===== config.mk =====
export PLATFORM = sky130hd
export DESIGN_NAME = table_move_sched
export DESIGN_NICKNAME = d
export VERILOG_FILES = /design/src/rtl/table_pkg.sv /design/src/rtl/table_rr_arb2.sv /design/src/rtl/table_move_sched.sv
export SDC_FILE = /design/constraint.sdc
export NUM_CORES = 1
export LEC_CHECK = 0
export ABC_AREA = 1
export BUFFER_PORTS_ARGS = -buffer_cell sky130_fd_sc_hd__buf_2
export CAP_MARGIN = 20
export CORE_ASPECT_RATIO = 2
export CORE_UTILIZATION = 50
export DETAILED_ROUTE_END_ITERATION = 10
export PLACE_DENSITY = 0.78
export SYNTH_ARGS = -nofsm -noshare
export SYNTH_HDL_FRONTEND = slang
export SYNTH_SLANG_ARGS = --single-unit

===== constraint.sdc =====
create_clock -name clk -period 5.5 [get_ports clk]
set_input_delay 1.1 -clock clk [delete_from_list [all_inputs] [get_ports clk]]
set_output_delay 1.1 -clock clk [all_outputs]
set_load 0.05 [all_outputs]

===== src/rtl/table_pkg.sv =====
// table_pkg: shared definitions for the table move scheduler.
//   state_e          - scheduler FSM states
//   *_DEF            - default values for MAX_POS, SETTLE_CYC and TIMEOUT_CYC
package table_pkg;
   typedef enum logic [2:0] {
      ST_IDLE,
      ST_ISSUE_HOME,
      ST_WAIT_HOME,
      ST_ISSUE_MOVE,
      ST_WAIT_MOVE,
      ST_SETTLE,
      ST_FAULT
   } state_e;
   localparam logic [31:0] MAX_POS_DEF     = 32'h000F_FFFF;
   localparam logic [15:0] SETTLE_CYC_DEF  = 16'd5000;
   localparam logic [31:0] TIMEOUT_CYC_DEF = 32'd100_000_000;
endpackage


===== src/rtl/table_rr_arb2.sv =====
// table_rr_arb2: two-way round-robin arbiter with a last-grant pointer.
//   clk, rst_n  - clock, synchronous active-low reset
//   req_i[1:0]  - request per requester
//   adv_i       - grant taken this cycle; pointer moves to the winner
//   gnt_o[1:0]  - one-hot grant (zero when no request)
//   gnt_id_o    - index of the granted requester
module table_rr_arb2 (
   input  logic       clk,
   input  logic       rst_n,
   input  logic [1:0] req_i,
   input  logic       adv_i,
   output logic [1:0] gnt_o,
   output logic       gnt_id_o
);
   logic last_q, last_d;
   // On a tie the requester that did not win last time goes first.
   always_comb begin
      gnt_id_o = (&req_i) ? ~last_q : req_i[1];
      gnt_o    = (|req_i) ? (gnt_id_o ? 2'b10 : 2'b01) : 2'b00;
      last_d   = adv_i ? gnt_id_o : last_q;
   end
   // Pointer starts at requester 1 so requester 0 wins the first tie.
   always_ff @(posedge clk) begin
      if (!rst_n) last_q <= 1'b1;
      else        last_q <= last_d;
   end
endmodule


===== src/rtl/table_move_sched.sv =====
// table_move_sched: arbitrates move requests from host and panel, homes the
// table when needed, commands the motion executor, dwells after each move and
// guards the executor with a completion timeout.
//   clk, rst_n              - clock, synchronous active-low reset
//   req_valid[1:0]          - move request (0 = host, 1 = panel)
//   req_dest0, req_dest1    - requested absolute position per requester
//   req_ready[1:0]          - one-cycle accept pulse per requester
//   abort                   - level; stop the current operation
//   clear_fault             - one-cycle fault clear
//   exe_start/home/dest     - executor command (home/dest valid with start)
//   exe_done, exe_stop      - executor completion pulse, halt pulse
//   cur_pos, homed, busy, fault, grant_id - status
// Build option: TABLE_SOFT_LIMIT_EN clamps accepted destinations to MAX_POS.
module table_move_sched
   import table_pkg::*;
#(
   parameter logic [31:0] MAX_POS     = MAX_POS_DEF,
   parameter logic [15:0] SETTLE_CYC  = SETTLE_CYC_DEF,
   parameter logic [31:0] TIMEOUT_CYC = TIMEOUT_CYC_DEF
) (
   input  logic        clk,
   input  logic        rst_n,
   input  logic [1:0]  req_valid,
   input  logic [31:0] req_dest0,
   input  logic [31:0] req_dest1,
   output logic [1:0]  req_ready,
   input  logic        abort,
   input  logic        clear_fault,
   output logic        exe_start,
   output logic        exe_home,
   output logic [31:0] exe_dest,
   input  logic        exe_done,
   output logic        exe_stop,
   output logic [31:0] cur_pos,
   output logic        homed,
   output logic        busy,
   output logic        fault,
   output logic        grant_id
);
`ifdef TABLE_SOFT_LIMIT_EN
   localparam bit SOFT_LIM_EN = 1'b1;
`else
   localparam bit SOFT_LIM_EN = 1'b0;
`endif
   state_e      state_q, state_d;
   logic [31:0] cnt_q, cnt_d, pos_q, pos_d, dest_q, dest_d;
   logic        homed_q, homed_d, gid_q, gid_d, stop_q, stop_d;
   logic [1:0]  gnt;
   logic        gnt_id, grant, active;
   logic [31:0] raw_dest, new_dest;
   assign active   = state_q != ST_IDLE && state_q != ST_FAULT;
   assign grant    = rst_n && state_q == ST_IDLE && !abort && |req_valid;
   assign raw_dest = gnt_id ? req_dest1 : req_dest0;
   assign new_dest = (SOFT_LIM_EN && raw_dest > MAX_POS) ? MAX_POS : raw_dest;
   table_rr_arb2 u_arb (
      .clk      (clk),
      .rst_n    (rst_n),
      .req_i    (req_valid),
      .adv_i    (grant),
      .gnt_o    (gnt),
      .gnt_id_o (gnt_id)
   );
   always_ff @(posedge clk) begin
      if (!rst_n) begin
         state_q <= ST_IDLE;
         cnt_q   <= '0;
         pos_q   <= '0;
         dest_q  <= '0;
         homed_q <= 1'b0;
         gid_q   <= 1'b0;
         stop_q  <= 1'b0;
      end else begin
         state_q <= state_d;
         cnt_q   <= cnt_d;
         pos_q   <= pos_d;
         dest_q  <= dest_d;
         homed_q <= homed_d;
         gid_q   <= gid_d;
         stop_q  <= stop_d;
      end
   end
   // Abort outranks everything, including an exe_done in the same cycle.
   // A destination equal to the known position (homed) skips straight to SETTLE.
   always_comb begin
      state_d = state_q;
      pos_d   = pos_q;
      dest_d  = dest_q;
      homed_d = homed_q;
      gid_d   = gid_q;
      stop_d  = 1'b0;
      if (abort && active) begin
         state_d = ST_IDLE;
         homed_d = 1'b0;
         stop_d  = 1'b1;
      end else begin
         case (state_q)
            ST_IDLE: if (grant) begin
               dest_d  = new_dest;
               gid_d   = gnt_id;
               state_d = !homed_q ? ST_ISSUE_HOME :
                         (new_dest == pos_q) ? ST_SETTLE : ST_ISSUE_MOVE;
            end
            ST_ISSUE_HOME: state_d = ST_WAIT_HOME;
            ST_ISSUE_MOVE: state_d = ST_WAIT_MOVE;
            ST_WAIT_HOME, ST_WAIT_MOVE: begin
               if (exe_done) begin
                  pos_d   = (state_q == ST_WAIT_HOME) ? '0 : dest_q;
                  homed_d = 1'b1;
                  state_d = (state_q == ST_WAIT_HOME && dest_q != '0) ? ST_ISSUE_MOVE : ST_SETTLE;
               end else if (cnt_q + 32'd1 >= TIMEOUT_CYC) begin
                  state_d = ST_FAULT;
                  homed_d = 1'b0;
                  stop_d  = 1'b1;
               end
            end
            ST_SETTLE: if (cnt_q + 32'd1 >= {16'd0, SETTLE_CYC}) state_d = ST_IDLE;
            ST_FAULT:  if (clear_fault) state_d = ST_IDLE;
            default:   state_d = ST_IDLE;
         endcase
      end
      // One counter serves both the WAIT timeout and the SETTLE dwell.
      cnt_d = (state_d != state_q || !active) ? '0 : cnt_q + 32'd1;
   end
   always_comb begin
      req_ready = grant ? gnt : 2'b00;
      exe_start = state_q == ST_ISSUE_HOME || state_q == ST_ISSUE_MOVE;
      exe_home  = state_q == ST_ISSUE_HOME;
      exe_dest  = (state_q == ST_ISSUE_MOVE) ? dest_q : '0;
      exe_stop  = stop_q;
      cur_pos   = pos_q;
      homed     = homed_q;
      busy      = active;
      fault     = state_q == ST_FAULT;
      grant_id  = gid_q;
   end
endmodule


* After elaboration in Yosys (flattened, before gate mapping) *
Index checks and enable logic that the tools add are counted.

word-level totals
  register bits = 103
  output and inout bits = 73

operators by class
  add/subtract/negate cells = 1
  order comparisons = 2
  equality and inequality tests = 9
  multiplexer cells = 23
  bitwise logic cells = 3
  reductions and logical operators = 22

operators with widths
  kind                   number
  $mux 32                3
  $add 32x1->32 const B  1
  $eq 32x32->1           1
  $ge 32x13->1 const B   1
  $ge 32x27->1 const B   1
  $reduce_bool 32->1     1
  $mux 3                 9
  $pmux 3 s6             1
  $eq 3x3->1 const B     3
  $reduce_or 2->1        4
  $mux 1                 7
  $eq 3x2->1 const B     2
  $logic_and 1x1->1      6
  $mux 2                 3
  $reduce_and 3->1       2
  $reduce_and 2->1       2
  $eq 3x1->1 const B     1
  $logic_not 3->1        1
  $ne 3x3->1             1
  $ne 3x3->1 const B     1
  $not 1->1              3
  $reduce_bool 3->1      1
  $logic_not 1->1        2
  $logic_or 1x1->1       2
  $reduce_bool 2->1      1

* Longest topological paths before layout *
  word-level depth = 12
  gate-level depth with buffers = 21
  gate-level depth less buffers = 20

* Cells and area by module *
From an unflattened synthesis, not the netlist that was laid out.

second synthesis, totals
  cells, all modules = 959
  area, all modules = 6034.5 µm²

modules (own cells, without submodules)
  module            times used  cells an instance  area each (µm²)  sequential area each (µm²)
  table_move_sched  1           948                5968.2           2042.0
  table_rr_arb2     1           11                 66.3             20.0

* Worst setup path before layout *
OpenSTA, ideal clock, no wires.

  path type = input -> output
  from = in rst_n
  to = out req_ready[0]
  arrival = 2.609 ns
  required time = 4.400 ns
  slack = 1.791 ns
  stages on the path = 5
  buffers on the path = 1
  cells stage by stage = clkbuf_1 -> inv_1 -> nor4_1 -> inv_1 -> nor2_1

on the way
  longest elaborated chain between the ends = 4

ends and longest elaborated chain
  element                          line                     text
  start, declared                  table_move_sched.sv:22   input logic rst_n,
  $logic_and 1x1->1 (3 in series)  table_move_sched.sv:52   assign grant = rst_n && state_q == ST_IDLE && !abort && |req_valid;
  $mux 2                           table_move_sched.sv:125  req_ready = grant ? gnt : 2'b00;
  end, declared                    table_move_sched.sv:26   output logic [1:0] req_ready,

No other way between the ends.

* Final worst setup path *
Same ends and word-level chain as after synthesis.

==> run metrics <==
internal power=1.44 mW; Slew HR=0.310; nets@finish=1173; Hold Crit Class=flop to flop; Die X=80.5 um; placed cell count=1237; Slowest-stage cell, CP=buf_2; vias in the first global route=6500; Setup violations, final=0; Final Max Slew Viols=0; ys async rst share=0; Clock Power Share=0.231; Crit path max-delay family=buffers and inverters; length of the first detailed-routing pass in iterations=7; share of cells above drive strength 1=0.187; Power Total=2.59 mW; total track usage=0.301; switching component of the power=1.15 mW; die area=12800 um2; r2r worst-path depth=18; # DRC=0; GR peak layer=met2; largest family of logic cells by synthesized area=simple AND/OR/NAND/NOR gates; combinational power share=0.396; adder-cell share of the synthesized area=0.00203; Clock Path Buffers=2; worst r2r src=u_arb.last_q; worst slew pin tran=1030 ps; xor/xnor share of the synthesized area=0.0370; # IOs=around 140; CTS tree=yes; Peak supply drop=0.000328 V; Port Buffers=143; hold path start=u_arb.last_q; first-pass GRT wire length=29800 um; Hold Slack=495 ps; initial DRC count=303; Via density=5.32; die height=159 um; std cell rows=57; yosys warns=0; Top FF cell, synth=dfxtp_1; # hold bufs at CTS=0; critical path's largest stage delay=520 ps; critical path class=input pin to primary output; CP arrival=2790 ps; R2R setup slack=~2200 ps; GR Util met2=0.560; Critical Path Sink Type=primary output; RSZ-0062 raised after global routing=false; WL/cell=14.7 um; area grow syn2layout=17.4%; clock net sink count=103; CP Max Fanout=36; final WL=approximately 18000 um; hpwl dp=between 10000 and 15000 um; outcome=finished, final reports clean; mux contribution to synthesized area=0; Mapped Avg Cell Area=6.31 um2; flops & latches, synth=103; GP Congestion=0.900; number of synthesized flops with an enable pin=0; Compound-Gate Fraction of Synth Area=0.140; mapped cell area=6160 um2; Post-CTS Setup Bufs=0; Core Region=12100 um2; initial antenna violation count=0; grt ovf=0; Worst-Skew Late Latency=350 ps; Crit path required time=4400 ps; clk slew on worst S/H paths=70 ps; Buf/Inv on CP=4; DR vias=6658; Flop pwr share=0.372; Post-Synth Simple-Gate Area=0.369; Final Hold Viols=0; Pwr per Cell Area=358 nW/um2; Final Non-Filler Cells=1252; shortest period the worst path allows=3890 ps; final setup TNS=0 ps; DRT antenna net count=0; # H-tree levels=3; Num CTS Buffers=9; Max Freq=257 MHz; final period utilization=0.707; switching share of power=0.445; GRT met3 Usage=0.0493; Starting Density=0.511; worst hold stages=2; Setup Skew=7.85 ps; max_cap viols=0; Worst Setup SP=rst_n; Leak Pwr=3.20 nW; met1 usage=0.290; crit start category=input pin; Seq/Total Area, Yosys=0.335; Mapped Cells=976; largest net degree at the start of global routing=66; synth unique cells=32; crit-path cells=buf_2 > inv_1 > nor4_2 > inv_1 > nor2_1 > buf_2; root buffer cell=clkbuf_16; Post-CTS Resized=0; stages on the worst setup path=6; n_diodes=0
[Yosys cell counts (4+ instances only)]
library cell | n | area share
a211oi_1 | 18 | 0.022
a21oi_1 | 56 | 0.045
a31oi_1 | 13 | 0.013
buf_2 | 6 | 0.0049
buf_6 | 4 | 0.0073
clkbuf_1 | 28 | 0.017
dfxtp_1 | 103 | 0.33
inv_1 | 140 | 0.085
nand2_1 | 255 | 0.16
nand2_2 | 8 | 0.0081
nand3_1 | 44 | 0.036
nand3b_1 | 8 | 0.0097
nand4_1 | 9 | 0.0091
nor2_1 | 131 | 0.080
nor2_4 | 5 | 0.0091
nor3_1 | 14 | 0.011
nor3_2 | 20 | 0.032
nor4_1 | 9 | 0.0091
o211ai_1 | 9 | 0.011
o21ai_0 | 53 | 0.043
o21ai_1 | 5 | 0.0041
xnor2_1 | 12 | 0.017
xor2_1 | 14 | 0.020
[worst register-to-register path: stages, from the launching register on]
cell     delay (ps)
dfxtp_1         340
nand2_1          70
nand2_2         580
inv_2           350
nand2_1         170
nand2_1          70
xnor2_1         130
nand2_1          60
nor2_1          120
nand2_1          80
nor2_1          170
nand3_1         110
nand2_1          70
nor2_1           40
nand2_1          70
nand2_1          70
nand2_1          80
nand2_2         390
nor3_1          320
[sequential cells by signal, indices dropped and copies added, names as in the netlist]
| signal | count |
|---|---|
| u_arb.last_q | 1 |
| dest_q | 32 |
| exe_stop | 1 |
| homed | 1 |
| state_q | 3 |
| cnt_q | 32 |
| cur_pos | 32 |
| grant_id | 1 |
[cells by family after synthesis]
group	count (synthesis)
other cells	1
buf+inv	180
xor+xnor	26
compound gates	155
flops	103
fa+ha+maj	1
simple gates	510
[cell type report]
cell class	instances	area, um2
Clock inverter	5	35.0
Inverter	141	529
Multi-Input combinational cell	697	3400
Tap cell	147	184
Clock buffer	10	239
Sequential cell	103	2060
Timing Repair Buffer	149	781
Fill cell	1214	4820
[power groups by stage]
stage	logic (mW)	clock network [mW]	registers, mW
global placement	0.991	0	0.976
floorplan	0.637	0	1.11
global route	1.11	0.639	0.977
CTS	1.02	0.609	0.961
detailed placement	1.02	0	0.975
finish	1.02	0.598	0.963
[through the flow]
| step | area (um2) | worst slack [ps] | utilization |
|---|---|---|---|
| 4_1_cts | 7230 | 1640 | 0.600 |
| 3_3_place_gp | 6930 | 1380 | 0.575 |
| 5_1_grt | 7230 | 1230 | 0.600 |
| 3_5_place_dp | 6960 | 1290 | 0.577 |
| 2_1_floorplan | 6180 | 1790 | - |
| 6_report | 7230 | 1610 | 0.600 |
[layer usage]
metal | share of wire | vias up
li1 | - | 3345
met1 | 0.34 | 2998
met2 | 0.55 | 247
met3 | 0.052 | 68
met4 | 0.061 | 0
met5 | 0 | -
[cell usage in the layout, fill, tap and decap left out, types with 18 or more instances in the layout]
master and n:
dfxtp_1 103, nor3_2 20, nand3_1 44, buf_2 143, nor2_1 131, inv_1 140, nand2_1 255, a211oi_1 18
o21ai_0 53, a21oi_1 56
[worst paths after layout]
kind                        to
hold reg to reg   u_arb.last_q
setup / recovery  req_ready[0]
setup reg to reg      cnt_q[3]
hold / removal    u_arb.last_q
Power figures use the tool's default switching activity.
